## src/rtl/seq_tx.sv

```systemverilog
// seq_tx: serial frame transmitter, MSB first, with programmable repeats.
// Define SEQ_TX_PARITY_EN to append an even-parity bit to every frame.
module seq_tx #(
   parameter int WIDTH  = 8,
   parameter int REPS_W = 4
) (
   input  logic              clk,
   input  logic              reset,
   input  logic              load,
   input  logic [WIDTH-1:0]  data,
   input  logic [REPS_W-1:0] reps,
   output logic              ready,
   output logic              y,
   output logic              valid,
   output logic              done
);

   localparam int CW = $clog2(WIDTH);
   localparam logic [CW-1:0] LAST = CW'(WIDTH - 1);

   typedef enum logic [1:0] {
      S_IDLE,
      S_SEND,
      S_GAP
`ifdef SEQ_TX_PARITY_EN
      , S_PAR
`endif
   } state_t;

   state_t            state_q, state_d;
   logic [WIDTH-1:0]  sh_q, sh_d;
   logic [WIDTH-1:0]  word_q, word_d;
   logic [REPS_W-1:0] rep_q, rep_d;
   logic [CW-1:0]     cnt_q, cnt_d;
   logic              ready_q, ready_d;
   logic              y_q, y_d;
   logic              valid_q, valid_d;
   logic              done_q, done_d;
   logic              frame_end;

`ifdef SEQ_TX_PARITY_EN
   logic par;
   assign par = ^word_q;
`endif

   always_comb begin
      state_d   = state_q;
      sh_d      = sh_q;
      word_d    = word_q;
      rep_d     = rep_q;
      cnt_d     = cnt_q;
      done_d    = 1'b0;
      frame_end = 1'b0;
      unique case (state_q)
         S_IDLE: begin
            if (load) begin
               sh_d    = data;
               word_d  = data;
               rep_d   = reps;
               cnt_d   = '0;
               state_d = S_SEND;
            end
         end
         S_SEND: begin
            if (cnt_q == LAST) begin
`ifdef SEQ_TX_PARITY_EN
               state_d = S_PAR;
`else
               frame_end = 1'b1;
`endif
            end else begin
               sh_d  = {sh_q[WIDTH-2:0], 1'b0};
               cnt_d = cnt_q + 1'b1;
            end
         end
`ifdef SEQ_TX_PARITY_EN
         S_PAR: frame_end = 1'b1;
`endif
         S_GAP: begin
            // Reload from the captured word; live data is ignored.
            rep_d   = rep_q - 1'b1;
            sh_d    = word_q;
            cnt_d   = '0;
            state_d = S_SEND;
         end
         default: state_d = S_IDLE;
      endcase

      if (frame_end) begin
         if (rep_q != '0) begin
            state_d = S_GAP;
         end else begin
            state_d = S_IDLE;
            done_d  = 1'b1;
         end
      end

      ready_d = (state_d == S_IDLE);
      valid_d = (state_d == S_SEND);
      y_d     = (state_d == S_SEND) & sh_d[WIDTH-1];
`ifdef SEQ_TX_PARITY_EN
      if (state_d == S_PAR) begin
         valid_d = 1'b1;
         y_d     = par;
      end
`endif
   end

   always_ff @(posedge clk) begin
      if (!reset) begin
         state_q <= S_IDLE;
         sh_q    <= '0;
         word_q  <= '0;
         rep_q   <= '0;
         cnt_q   <= '0;
         ready_q <= 1'b1;
         y_q     <= 1'b0;
         valid_q <= 1'b0;
         done_q  <= 1'b0;
      end else begin
         state_q <= state_d;
         sh_q    <= sh_d;
         word_q  <= word_d;
         rep_q   <= rep_d;
         cnt_q   <= cnt_d;
         ready_q <= ready_d;
         y_q     <= y_d;
         valid_q <= valid_d;
         done_q  <= done_d;
      end
   end

   assign ready = ready_q;
   assign y     = y_q;
   assign valid = valid_q;
   assign done  = done_q;

endmodule

```

## config.mk

```make
export PLATFORM = sky130hd
export DESIGN_NAME = seq_tx
export DESIGN_NICKNAME = d
export VERILOG_FILES = /design/src/rtl/seq_tx.sv
export SDC_FILE = /design/constraint.sdc
export NUM_CORES = 1
export LEC_CHECK = 0
export ABC_AREA = 1
export BUFFER_PORTS_ARGS = -buffer_cell sky130_fd_sc_hd__buf_4
export CORE_MARGIN = 5
export CORE_UTILIZATION = 50
export DETAILED_ROUTE_END_ITERATION = 10
export GPL_TIMING_DRIVEN = 0
export PLACE_DENSITY = 0.79
export SLEW_MARGIN = 15
export SYNTH_ARGS = -nofsm -noshare
export SYNTH_HDL_FRONTEND = slang
export SYNTH_SLANG_ARGS = --single-unit
```

## constraint.sdc

```tcl
create_clock -name clk -period 1.6 [get_ports clk]
set_clock_uncertainty 0.2 [all_clocks]
set_input_delay 0.4 -clock clk [delete_from_list [all_inputs] [get_ports clk]]
set_output_delay 0.4 -clock clk [all_outputs]
set_load 0.05 [all_outputs]
```

* Yosys cells after proc, flatten, opt, wreduce, memory -nomap -nowiden *
Cells that the tools add are included.

storage, ports and cells
  register bits after elaboration = 29
  latch bits = 0
  bits in writable memories = 0
  ROM bits = 0
  input bits = 15
  word-level logic and storage cells = 43
  memories = 0

cells by class
  add/sub/neg operators = 2
  $mul = 0
  div/mod/pow operators = 0
  order comparisons = 0
  equal/unequal tests = 6
  shift-type cells = 0
  muxes and demuxes = 15
  bitwise logic cells = 1
  reduce and logical (&&, ||, !) cells = 9

operators by type and width
  kind                   count
  $pmux W8 S3            1
  $mux W8                2
  $pmux W3 S3            1
  $pmux W4 S2            1
  $mux W2                3
  $mux W3                2
  $pmux W2 S3            1
  $reduce_and A2 Y1      3
  $eq A2 B1 Y1 const B   2
  $logic_not A2 Y1       2
  $mux W4                1
  $ne A2 B2 Y1 const B   2
  $reduce_bool A4 Y1     1
  $sub A4 B1 Y4 const B  1
  $add A3 B1 Y3 const B  1
  $eq A3 B3 Y1 const B   1
  $mux W1                3
  $reduce_and A3 Y1      1
  $reduce_bool A3 Y1     1
  $eq A2 B2 Y1 const B   1
  $reduce_bool A2 Y1     1
  $and A1 B1 Y1          1

* Longest topological paths before layout *
Gate-level depths: netlist (run 1).

  depth after elaboration = 6
  gate-level depth with buffers = 10
  gate-level depth less buffers = 10

* Worst setup path after synthesis (run 1) *
OpenSTA, ideal clock, no wires.

  path kind = reg-to-reg
  start = register cnt_q[0]
  end = register sh_q[7]
  library setup time = 0.128 ns
  arrival = 1.307 ns
  data required time = 1.272 ns
  slack = -0.035 ns
  cell stages (with the launch flop) = 11
  buffers on the path = 0
  period minus slack after synthesis = 1.635 ns
  cell sequence = dfxtp_1 -> ha_1 -> ha_1 -> nand2_1 -> nand2_2 -> nor2_4 -> clkinv_2 -> nand2_1 -> nand2_1 -> inv_2 -> nor2_1

on the way
  longest elaborated chain between the ends = 3

RTL lines
  item                    line  text
  from (decl)             34    logic [CW-1:0] cnt_q, cnt_d;
  from (signal assigned)  125   cnt_q <= cnt_d;
  $eq A3 B3 Y1            65    if (cnt_q == LAST) begin
  $mux W8                 65
  $pmux W8 S3             54    unique case (state_q)
  to (signal assigned)    112   sh_q <= '0;
  to (signal assigned)    122   sh_q <= sh_d;
  to (decl)               31    logic [WIDTH-1:0] sh_q, sh_d;

Every way passes these cells. The select of a mux whose other input is x is not followed.
A chain may end at the register's enable or synchronous reset.

* Final worst setup path (run 1) *
  start = register cnt_q[0]
  end = register sh_q[5]

on the way
  longest elaborated chain between the ends = 3

RTL lines
  item                                line
  $eq A3 B3 Y1                        65
  $ne A2 B2 Y1 (no source line)       -
  $reduce_and A3 Y1 (no source line)  -

Every way passes these cells.

==> results of run 1 <==
## logic make-up (layout without fill, tap and decap cells)
group,after synthesis,after routing,synth area share (%)
DFF,29,29,40.8
AOI/OAI and AO/OA,35,35,13.3
buffers and inverters,30,63,9.23
adders and majority gates,9,9,7.92
and+or+nand+nor,89,89,28.8
## state kept, by name (all words and copies together), names as in the netlist
| register | count |
|---|---|
| cnt_q | 3 |
| done | 1 |
| ready | 1 |
| rep_q | 4 |
| sh_q | 8 |
| state_q | 2 |
| valid | 1 |
| word_q | 8 |
| y | 1 |
## power by group
| group | total (mW) | internal, mW | switching [mW] |
|---|---|---|---|
| Combinational | 0.360 | 0.148 | 0.212 |
| Clock | 0.450 | 0.207 | 0.244 |
| Sequential | 0.807 | 0.776 | 0.0312 |
## area by class of cell
| cell class | count | area, um2 |
|---|---|---|
| flip-flops and latches | 29 | 588 |
| well taps | 31 | 38.8 |
| inverters | 24 | 95.1 |
| repair inverters | 1 | 6.26 |
| plain buffers | 6 | 42.5 |
| fillers | 218 | 893 |
| clock buffers | 7 | 55.1 |
| repair buffers | 25 | 191 |
| multi-input cells | 133 | 823 |
## cells in the mapped netlist, drive strengths merged
cell	number
a21oi	16
buf	4
clkbuf	2
clkinv	1
dfxtp	29
ha	9
inv	23
nand2	45
nand3	18
nor2	22
nor3	4
o211a	2
o21ai	17
## worst min path at each step
| stage | slack [ns] | from | endpoint |
|---|---|---|---|
| 5_1_grt | 0.14 | reset | rep_q[0]$_SDFFE_PN0P_ |
| 3_5_place_dp | 0.26 | word_q[4]$_SDFFE_PN0P_ | word_q[4]$_SDFFE_PN0P_ |
| 4_1_cts | 0.13 | reset | rep_q[0]$_SDFFE_PN0P_ |
| 2_1_floorplan | 0.24 | word_q[0]$_SDFFE_PN0P_ | word_q[0]$_SDFFE_PN0P_ |
| 3_3_place_gp | 0.25 | word_q[0]$_SDFFE_PN0P_ | word_q[0]$_SDFFE_PN0P_ |
| 6_report | 0.14 | reset | rep_q[0]$_SDFFE_PN0P_ |
## what timing repair did
action | in CTS | in global routing
hold buffers | 0 | 0
setup endpoints to repair | 14 | 20
gates resized for setup | 13 | 21
pin swaps | 3 | 7
cloned | 2 | 0
setup buffers | 4 | 2
## placed cells by master, fill, tap and decap left out, types with 4 or more instances in the layout
master                     count
sky130_fd_sc_hd__nor2_2        5
sky130_fd_sc_hd__ha_4          5
sky130_fd_sc_hd__o21ai_0       9
sky130_fd_sc_hd__inv_2         8
sky130_fd_sc_hd__clkbuf_4      6
sky130_fd_sc_hd__nand2_1      38
sky130_fd_sc_hd__nor2_1       14
sky130_fd_sc_hd__o21ai_1       6
sky130_fd_sc_hd__inv_1        15
sky130_fd_sc_hd__nand2_2       4
sky130_fd_sc_hd__a21oi_1      15
sky130_fd_sc_hd__nor3_1        4
sky130_fd_sc_hd__nand3_1      15
sky130_fd_sc_hd__buf_4        24
sky130_fd_sc_hd__ha_1          4
sky130_fd_sc_hd__dfxtp_1      25
## routing by layer
| layer | vias up | GRT usage [%] |
|---|---|---|
| met4 | 0 | 4.68 |
| met3 | 8 | 6.57 |
| met1 | 603 | 21.0 |
| met2 | 21 | 28.0 |
| met5 | - | 0 |
| li1 | 682 | - |
## stage by stage
stage | instance area [um2] | power [mW]
after global placement | 1610 | 1.11
after floorplan | 1430 | 1.03
after global routing | 1840 | 1.72
final | 1840 | 1.62
after CTS | 1750 | 1.59
after detailed placement | 1610 | 1.12
## worst min-delay path, cell delays in order
cell	delay [ns]
sky130_fd_sc_hd__buf_4	0.13
sky130_fd_sc_hd__o21ai_0	0.06
sky130_fd_sc_hd__a21oi_1	0.04
==> metrics.txt, run 1 <==
Highest Clock Rate 596 MHz; number of DRC violations after detailed-routing iteration 0 70; power density over the cells a little under 900 nW/um2; clock transition at the registers of the reported paths ~0.09 ns; setup ws final -0.0787 ns; path depth of the worst reg2reg path 9; Syn Nets 216; cell breakdown of the critical path ha_4 -> ha_4 -> nand2_4 -> nand2_4 -> nor2_4 -> buf_4 -> inv_4 -> nor2_1 -> nor2_1; pin count of the biggest net entering global routing 11; actual transition at the worst max-transition pin approximately 0.52 ns; proportion of netlist area held by the largest area contributor between 40% and 50%; gate family responsible for the most delay along the worst path simple AND/OR/NAND/NOR gates; Gate Count Post-Synth 192; total CTS buffers 5; status finished with violations; Std-Cell Core Area 2730 um2; violated checks negative setup slack; area of the mapped netlist approximately 1400 um2; pre-CTS worst setup slack -0.131 ns; Mean Syn Cell Area 7.41 um2; initial cell density of the core a little over half; detailed route wirelength on metal2 1.61 mm; count of maximum capacitance violations 0; CP Class flop to flop; layout cell share with drive strength beyond 1 roughly 33%; Peak VDD IR 741 uV; cell count of the worst hold path 3; global-route congestion overflow total 0; routed vias ~1,300; setup repair after global routing missed its margin true; DPL Wire Length about 2.1 mm; Worst Hold Margin ~0.14 ns; row cnt 19; number of nets with antenna violations after routing 0; All-Layer GR Usage between 10% and 20%; Vert. Die Dim ~63 um; ratio of routed vias to standard cells between 5 and 6; CP max stage cell sky130_fd_sc_hd__dfxtp_2; crit end category flop; clock tree from TritonCTS yes; maximum root-to-sink buffer count 2; non-filler cells in the finished layout between 200 and 300; Hold Path Class input pin to flop; buffers and inverters on the worst path 2; area added between synthesis and finish 29.4%; maximum cell stage delay along the critical path 0.34 ns; total met3 wirelength after detailed routing 137 um; wire per inst 12.9 um; first-pass iteration count of the detailed router 4; cell types with the largest area share after synthesis sky130_fd_sc_hd__dfxtp_1 (41%), sky130_fd_sc_hd__nand2_1 (11%), sky130_fd_sc_hd__ha_1 (7.9%); first element of the critical path cnt_q[0]$_SDFFE_PN0P_; path length in cells of the critical path 9; number of cells in the design after placement around 240; Critical R2R Launch cnt_q[0]$_SDFFE_PN0P_; count of nets after finishing ~250; Worst Path Max Fanout 6; signal arrival time at the worst endpoint ~1.7 ns; Finished Core Util 67.3%; final weighted congestion in routability-driven placement roughly 0.79; number of warnings reported in the yosys synthesis log 0; termination of the worst setup path sh_q[5]$_SDFFE_PN0P_; worst slew margin relative to its limit around 65%; Critical Path RT 1.63 ns; Crit Reg-Reg Endpoint sh_q[5]$_SDFFE_PN0P_; global-route wire length before repair between 5 and 6 mm; count of pins over their slew limit 0; clock network latency to the later pin of the worst-skew pair 0.33 ns; clock tree root driver cell sky130_fd_sc_hd__clkbuf_4; Final Setup Violations 10; width of the chip 63.3 um; sum of negative setup slack -0.413 ns; total inserted antenna cells 0; initial antenna violation count 0; static leakage power 0.836 nW; setup slack of the worst register-to-register path -0.08 ns; vias in the first global route 1,257; share of synthesized area occupied by flip-flops and latches between 40% and 50%; M1 WL 1.49 mm; die area 4010 um2; Final Hold Viols 0; number of remaining DRC errors 0; uppermost metal layer occupied by signal nets met4; buffers added on ports 18; number of unique standard cell types used by synthesis 21; IO Count 19; Synth Register Bits 29; CTS sink count 29; most area-hungry cell type in the Yosys netlist sky130_fd_sc_hd__dfxtp_1; number of H-tree levels 2; share of the clock period used by the worst path 105%; nature of the critical path startpoint flop; final period demand of the worst path roughly 1.7 ns; Total Wirelength roughly 3.3 mm
No activity file was read; power rests on OpenSTA's default activity.
==> inputs of run 2 (changes only) <==
--- a/config.mk
+++ b/config.mk
@@ -6,10 +6,10 @@
 export NUM_CORES = 1
 export LEC_CHECK = 0
 export ABC_AREA = 1
-export BUFFER_PORTS_ARGS = -buffer_cell sky130_fd_sc_hd__buf_4
 export CORE_MARGIN = 5
-export CORE_UTILIZATION = 50
+export CORE_UTILIZATION = 55
 export DETAILED_ROUTE_END_ITERATION = 10
+export DONT_BUFFER_PORTS = 1
 export GPL_TIMING_DRIVEN = 0
 export PLACE_DENSITY = 0.79
 export SLEW_MARGIN = 15
==> run 2 against run 1 <==
  * The run still ends with negative setup slack left
  * Global-route usage up 4.0 points
  * Non-clock buffer count shrank 17
  * Register-to-register slack about the same
  * Critical path depth up 1
  * Hold slack worse by 0.12 ns
  * Final cell count down 7.0%
  * Final area down 6.9%
  * Total power is 1.6% lower
  * Largest cell class unchanged
==> metrics.txt, run 2 (same netlist as run 1, synthesis figures left out) <==
status finished with violations; violated checks negative setup slack; clock network latency to the later pin of the worst-skew pair 0.34 ns (about the same); Hold Path Class input pin to flop; buffers added on ports 0 (-18); width of the chip 60.9 um (-3.9%); actual transition at the worst max-transition pin 0.501 ns (-0.0196 ns); final weighted congestion in routability-driven placement 0.833 (+6.0%); IO Count 19 (unchanged); die area 3700 um2 (-7.7%); total CTS buffers 5 (unchanged); non-filler cells in the finished layout 238 (-7.0%); most common library cell in the layout ignoring fill and taps sky130_fd_sc_hd__nand2_1; final period demand of the worst path 1.67 ns (-0.00756 ns); Final Hold Viols 0 (unchanged); post-route cell area 1710 um2 (-6.9%); share of the clock period used by the worst path 104% (-0.47 points); global-route wire length before repair 5.56 mm (+2.0%); pin count of the biggest net entering global routing 11 (unchanged); count of nets after finishing 232 (-6.8%); signal arrival time at the worst endpoint 1.68 ns (-0.02 ns); total placed instance area 1470 um2 (-8.5%); Worst Path Max Fanout 6 (unchanged); Min-Delay Startpoint reset; clock tree from TritonCTS yes; number of DRC violations after detailed-routing iteration 0 72 (+2.9%); count of pins over their slew limit 0 (unchanged); number of nets with antenna violations after routing 0 (unchanged); count of maximum capacitance violations 0 (unchanged); CP Class flop to flop; clock tree root driver cell sky130_fd_sc_hd__clkbuf_4; sum of negative setup slack -0.512 ns (-0.0998 ns); initial cell density of the core 57.4% (+5.4 points); Vert. Die Dim 60.9 um (-3.9%); highest-count cells in the layout ignoring fill and taps sky130_fd_sc_hd__nand2_1 (38), sky130_fd_sc_hd__dfxtp_1 (25), sky130_fd_sc_hd__inv_1 (16); Top Registers sh_q (8), word_q (8), rep_q (4); maximum root-to-sink buffer count 2 (unchanged); vias in the first global route 1,269 (+0.95%); Final Setup Violations 12 (+2); All-Layer GR Usage 21.2% (+4.0 points); worst slew margin relative to its limit 66.6% (+1.3 points); first-pass iteration count of the detailed router 8 (+4); row cnt 18 (-1); total inserted antenna cells 0 (unchanged); ratio of routed vias to standard cells 5.57 (+8.5%); first element of the critical path cnt_q[0]$_SDFFE_PN0P_; initial antenna violation count 0 (unchanged); wire per inst 14.8 um (+15%); setup ws final -0.0711 ns (+0.00756 ns); power density over the cells 930 nW/um2 (+5.8%); global-route congestion overflow total 0 (unchanged); setup repair after global routing missed its margin true; area added between synthesis and finish 20.4%; static leakage power 0.749 nW (-10%); number of cells in the design after placement 222 (-7.9%); Peak VDD IR 660 uV (-11%); CTS sink count 29 (unchanged); number of remaining DRC errors 0 (unchanged); DPL Wire Length 2.26 mm (+5.7%); nature of the critical path startpoint flop; Std-Cell Core Area 2480 um2 (-9.4%); layout cell share with drive strength beyond 1 27.4% (-5.9 points); crit end category flop; Total Wirelength 3.53 mm (+7.3%); Highest Clock Rate 598 MHz (+0.45%); number of H-tree levels 2 (unchanged); Critical R2R Launch cnt_q[0]$_SDFFE_PN0P_; routed vias 1,326 (+0.91%); Critical Path RT 1.61 ns (-0.02 ns); clock transition at the registers of the reported paths 0.09 ns (about the same)
## run 2: metrics by stage
stage | util (%) | setup slack [ns] | power, mW | hold slack [ns]
CTS | 66.6 | -0.0166 | 1.57 | 0.00676
floorplan | - | 0.00484 | 1.03 | 0.244
finish | 69.1 | -0.0711 | 1.59 | 0.0170
global placement | 59.3 | -0.121 | 1.07 | 0.250
global route | 69.1 | -0.145 | 1.68 | 0.0155
detailed placement | 59.3 | -0.164 | 1.09 | 0.259
## run 2: timing repair
action                                  4_1_cts  5_1_grt
pin swaps                                     2        2
setup buffers                                 5        2
gates resized for setup                      21       13
hold buffers                                  0        0
endpoints found under the setup margin       19       18
cloned                                        2        0
## run 2: worst paths after layout
| check | to | slack (ns) | cells after the start |
|---|---|---|---|
| worst max-delay path | sh_q[7]$_SDFF_PN0_ | -0.07 | 10 |
| worst min-delay path | rep_q[0]$_SDFFE_PN0P_ | 0.02 | 2 |
| worst max register to register | sh_q[7]$_SDFF_PN0_ | -0.07 | 10 |
| worst min register to register | word_q[5]$_SDFFE_PN0P_ | 0.27 | 2 |
## run 2: power breakdown
group          leakage, nW  total, mW  internal, mW  switching (mW)
clock               0.0314      0.449         0.207           0.243
sequential           0.240      0.836         0.776          0.0599
combinational        0.478      0.307         0.122           0.185
## run 2: layer usage
metal / track usage, % / vias up / part of all wire, %
li1: - / 645 / -
met1: 23.2 / 614 / 41
met2: 35.6 / 48 / 49
met3: 5.32 / 19 / 5.4
met4: 15.2 / 0 / 4.5
met5: 0 / - / 0
## run 2: cell type report
class                      instances  area (um2)
tap                               30        37.5
fill                             197         764
inverter                          24        95.1
timing repair inverter             1        8.76
timing repair buffer               8        63.8
multi-input combinational        133         822
buffer                             6        45.0
clock buffer                       7        55.1
sequential                        29         586
## run 2: critical path: stages, from the launching register on
cell                       delay [ns]
sky130_fd_sc_hd__dfxtp_2         0.34
sky130_fd_sc_hd__ha_4            0.17
sky130_fd_sc_hd__ha_4            0.17
sky130_fd_sc_hd__nand2_4         0.07
sky130_fd_sc_hd__nand2_4         0.06
sky130_fd_sc_hd__nor2_4          0.21
sky130_fd_sc_hd__clkinv_4        0.12
sky130_fd_sc_hd__nand2_2         0.08
sky130_fd_sc_hd__nand2_2         0.05
sky130_fd_sc_hd__inv_2           0.05
sky130_fd_sc_hd__nor2_1          0.03
==> inputs of run 3 (changes only) <==
--- a/config.mk
+++ b/config.mk
@@ -5,13 +5,13 @@
 export SDC_FILE = /design/constraint.sdc
 export NUM_CORES = 1
 export LEC_CHECK = 0
-export ABC_AREA = 1
 export CORE_MARGIN = 5
 export CORE_UTILIZATION = 55
 export DETAILED_ROUTE_END_ITERATION = 10
 export DONT_BUFFER_PORTS = 1
 export GPL_TIMING_DRIVEN = 0
 export PLACE_DENSITY = 0.79
+export SKIP_CTS_REPAIR_TIMING = 1
 export SLEW_MARGIN = 15
 export SYNTH_ARGS = -nofsm -noshare
 export SYNTH_HDL_FRONTEND = slang
==> run 3 against run 2 <==
  * The run still ends with negative setup slack left
  * Non-clock buffer count grew 1
  * Clock-buffer cell count is the same
  * Register-to-register slack lost 0.14 ns
  * Flip-flop and latch count is the same
  * Critical path type unchanged
  * Highest routed layer unchanged
==> metrics.txt, run 3 <==
status finished with violations; violated checks negative setup slack; ratio of routed vias to standard cells 5.78 (+3.8%); grt peak-use layer met2; buffers added on ports 0 (unchanged); clock network latency to the later pin of the worst-skew pair 0.34 ns (about the same); Hold Path Class input pin to flop; Synth async-reset ratio 0% (unchanged); power density over the cells 1020 nW/um2 (+9.6%); CTS sink count 29 (unchanged); setup ws final -0.214 ns (-0.143 ns); wire per inst 15.3 um (+3.3%); number of flops mapped to enable cells by yosys 0 (unchanged); setup repair after global routing missed its margin true; most area-hungry cell type in the Yosys netlist sky130_fd_sc_hd__dfxtp_1; die area 3590 um2 (-3.1%); total inserted antenna cells 0 (unchanged); number of remaining DRC errors 0 (unchanged); Final Setup Violations 16 (+4); CP Class flop to flop; initial cell density of the core 56.3% (-1.1 points); proportion of netlist area held by the largest area contributor 42.4% (+1.6 points); actual transition at the worst max-transition pin 0.480 ns (-0.0214 ns); met2 usage in global routing 27.9% (-7.6 points); row cnt 18 (unchanged); Worst Path Max Fanout 3 (-3); Highest Clock Rate 551 MHz (-7.9%); number of unique standard cell types used by synthesis 36 (+71%); pin count of the biggest net entering global routing 11 (unchanged); width of the chip 59.9 um (-1.6%); area added between synthesis and finish 23.9%; Synth Register Bits 29 (unchanged); clock tree root driver cell sky130_fd_sc_hd__clkbuf_4; area of the mapped netlist 1370 um2 (-3.7%); count of maximum capacitance violations 0 (unchanged); Top Registers sh_q (8), word_q (8), rep_q (4); layout cell share with drive strength beyond 1 30.4% (+3.0 points); share of the clock period used by the worst path 113% (+8.9 points); cell count of the worst hold path 2 (unchanged); number of DRC violations after detailed-routing iteration 0 43 (-40%); Critical Path RT 1.65 ns (+0.04 ns); highest-count cells in the layout ignoring fill and taps sky130_fd_sc_hd__nand2_1 (26), sky130_fd_sc_hd__dfxtp_1 (23), sky130_fd_sc_hd__a21boi_0 (8); Min-Delay Startpoint data[3]; path depth of the worst reg2reg path 6 (-4); Worst Hold Margin 0.0305 ns (+0.0134 ns); capture endpoint of the worst hold path sh_q[3]$_SDFFE_PN0P_; clock tree from TritonCTS yes; Gate Count Post-Synth 151 (-21%); total CTS buffers 5 (unchanged); Final Hold Viols 0 (unchanged); Crit Reg-Reg Endpoint sh_q[7]$_SDFF_PN0_; initial antenna violation count 0 (unchanged); most repeated cell in the gate-level netlist after synthesis sky130_fd_sc_hd__dfxtp_1; final total power 1.73 mW (+8.6%); global-route wire length before repair 4.69 mm (-16%); DPL Wire Length 1.98 mm (-12%); synth cell count leaders sky130_fd_sc_hd__dfxtp_1 (29), sky130_fd_sc_hd__nand2_1 (27), sky130_fd_sc_hd__a21boi_0 (11), sky130_fd_sc_hd__o21ai_0 (11), sky130_fd_sc_hd__ha_1 (9); global-route congestion overflow total 0 (unchanged); commonest register cell after synthesis sky130_fd_sc_hd__dfxtp_1; vias in the first global route 1,054 (-17%); number of H-tree levels 2 (unchanged); routed vias 1,145 (-14%); met3 Use GR 7.99% (+2.7 points); All-Layer GR Usage 18.2% (-3.0 points); Vert. Die Dim 59.9 um (-1.6%); Std-Cell Core Area 2430 um2 (-1.8%); clock transition at the registers of the reported paths 0.10 ns (about the same); cell types with the largest area share after synthesis sky130_fd_sc_hd__dfxtp_1 (42%), sky130_fd_sc_hd__ha_1 (8.2%), sky130_fd_sc_hd__nand2_1 (7.4%); M1 GR Usage 21.5% (-1.7 points); most common library cell in the layout ignoring fill and taps sky130_fd_sc_hd__nand2_1; count of nets after finishing 191 (-18%); nature of the critical path startpoint flop; Peak VDD IR 985 uV (+49%); final weighted congestion in routability-driven placement 0.798 (-4.2%); Total Wirelength 3.04 mm (-14%); worst slew margin relative to its limit 68.0% (+1.4 points); setup slack of the worst register-to-register path -0.21 ns (-0.14 ns); count of pins over their slew limit 0 (unchanged); share of synthesized area occupied by flip-flops and latches 42.4% (+1.6 points); number of warnings reported in the yosys synthesis log 0 (unchanged); Critical R2R Launch cnt_q[1]$_SDFFE_PN0P_; static leakage power 0.662 nW (-12%); number of nets with antenna violations after routing 0 (unchanged); crit end category flop; Syn Nets 175 (-19%); signal arrival time at the worst endpoint 1.86 ns (+0.18 ns); first-pass iteration count of the detailed router 4 (-4); Mean Syn Cell Area 9.07 um2 (+22%); IO Count 19 (unchanged); final period demand of the worst path 1.81 ns (+0.143 ns); maximum root-to-sink buffer count 2 (unchanged)
-- run 3: cell count changes after synthesis, moves of 6 or more --
cell and change:
sky130_fd_sc_hd__a21boi_0 +11, sky130_fd_sc_hd__a21oi_1 -13, sky130_fd_sc_hd__a22oi_1 +7, sky130_fd_sc_hd__a31oi_1 +6, sky130_fd_sc_hd__inv_1 -12, sky130_fd_sc_hd__nand2_1 -14, sky130_fd_sc_hd__nand3_1 -12, sky130_fd_sc_hd__nor2_1 -12
-- run 3: cell families (layout without fill, tap and decap cells) --
kind of cell / Yosys count / in the layout / synth area share (%)
AOI/OAI and AO/OA: 50 / 50 / 25.6
and+or+nand+nor: 49 / 49 / 18.4
DFF: 29 / 29 / 42.4
buffers and inverters: 13 / 30 / 4.66
adders and majority gates: 9 / 9 / 8.22
muxes: 1 / 1 / 0.822
-- run 3: final cells by class --
class                   instances  area [um2]
plain buffers                   5        42.5
clock buffers                   7        55.1
clock inverters                 1        30.0
fillers                       185         734
inverters                       7        30.0
multi-input cells             109         822
flip-flops and latches         29         593
well taps                      30        37.5
repair buffers                 10        87.6
-- run 3: worst max-delay path by stage --
stage                           from                    to
2_1_floorplan  cnt_q[0]$_SDFFE_PN0P_  sh_q[6]$_SDFFE_PN0P_
3_3_place_gp   state_q[0]$_SDFF_PN0_    sh_q[7]$_SDFF_PN0_
3_5_place_dp   state_q[0]$_SDFF_PN0_    sh_q[7]$_SDFF_PN0_
4_1_cts        state_q[0]$_SDFF_PN0_    sh_q[7]$_SDFF_PN0_
5_1_grt        cnt_q[1]$_SDFFE_PN0P_    sh_q[7]$_SDFF_PN0_
6_report       cnt_q[1]$_SDFFE_PN0P_    sh_q[7]$_SDFF_PN0_
-- run 3: power breakdown --
part	internal, mW	switching (mW)
clock	0.373	0.266
sequential	0.774	0.0567
combinational	0.128	0.134
total	1.27	0.456
-- run 3: metal layers --
metal	vias to the layer above	share of wire [%]
li1	574	-
met1	535	43
met2	31	48
met3	5	7.1
met4	0	1.7
met5	-	0
-- run 3: critical path: stages (launching register included) --
cell and delay (ns):
sky130_fd_sc_hd__dfxtp_2 0.36, sky130_fd_sc_hd__ha_4 0.15, sky130_fd_sc_hd__ha_4 0.13, sky130_fd_sc_hd__and2b_2 0.22
sky130_fd_sc_hd__a222oi_1 0.40, sky130_fd_sc_hd__a2bb2oi_2 0.20, sky130_fd_sc_hd__nor2b_1 0.06
-- run 3: stage by stage --
stage	util (%)	cell area, um2	setup TNS [ns]	std cells	worst slack, ns
2_1_floorplan	-	1430	-0.187	151	-0.0918
5_1_grt	69.8	1700	-3.78	198	-0.370
6_report	69.8	1700	-2.29	198	-0.214
4_1_cts	63.9	1560	-2.13	189	-0.201
3_5_place_dp	60.4	1470	-1.61	181	-0.168
3_3_place_gp	60.4	1470	-1.12	181	-0.166
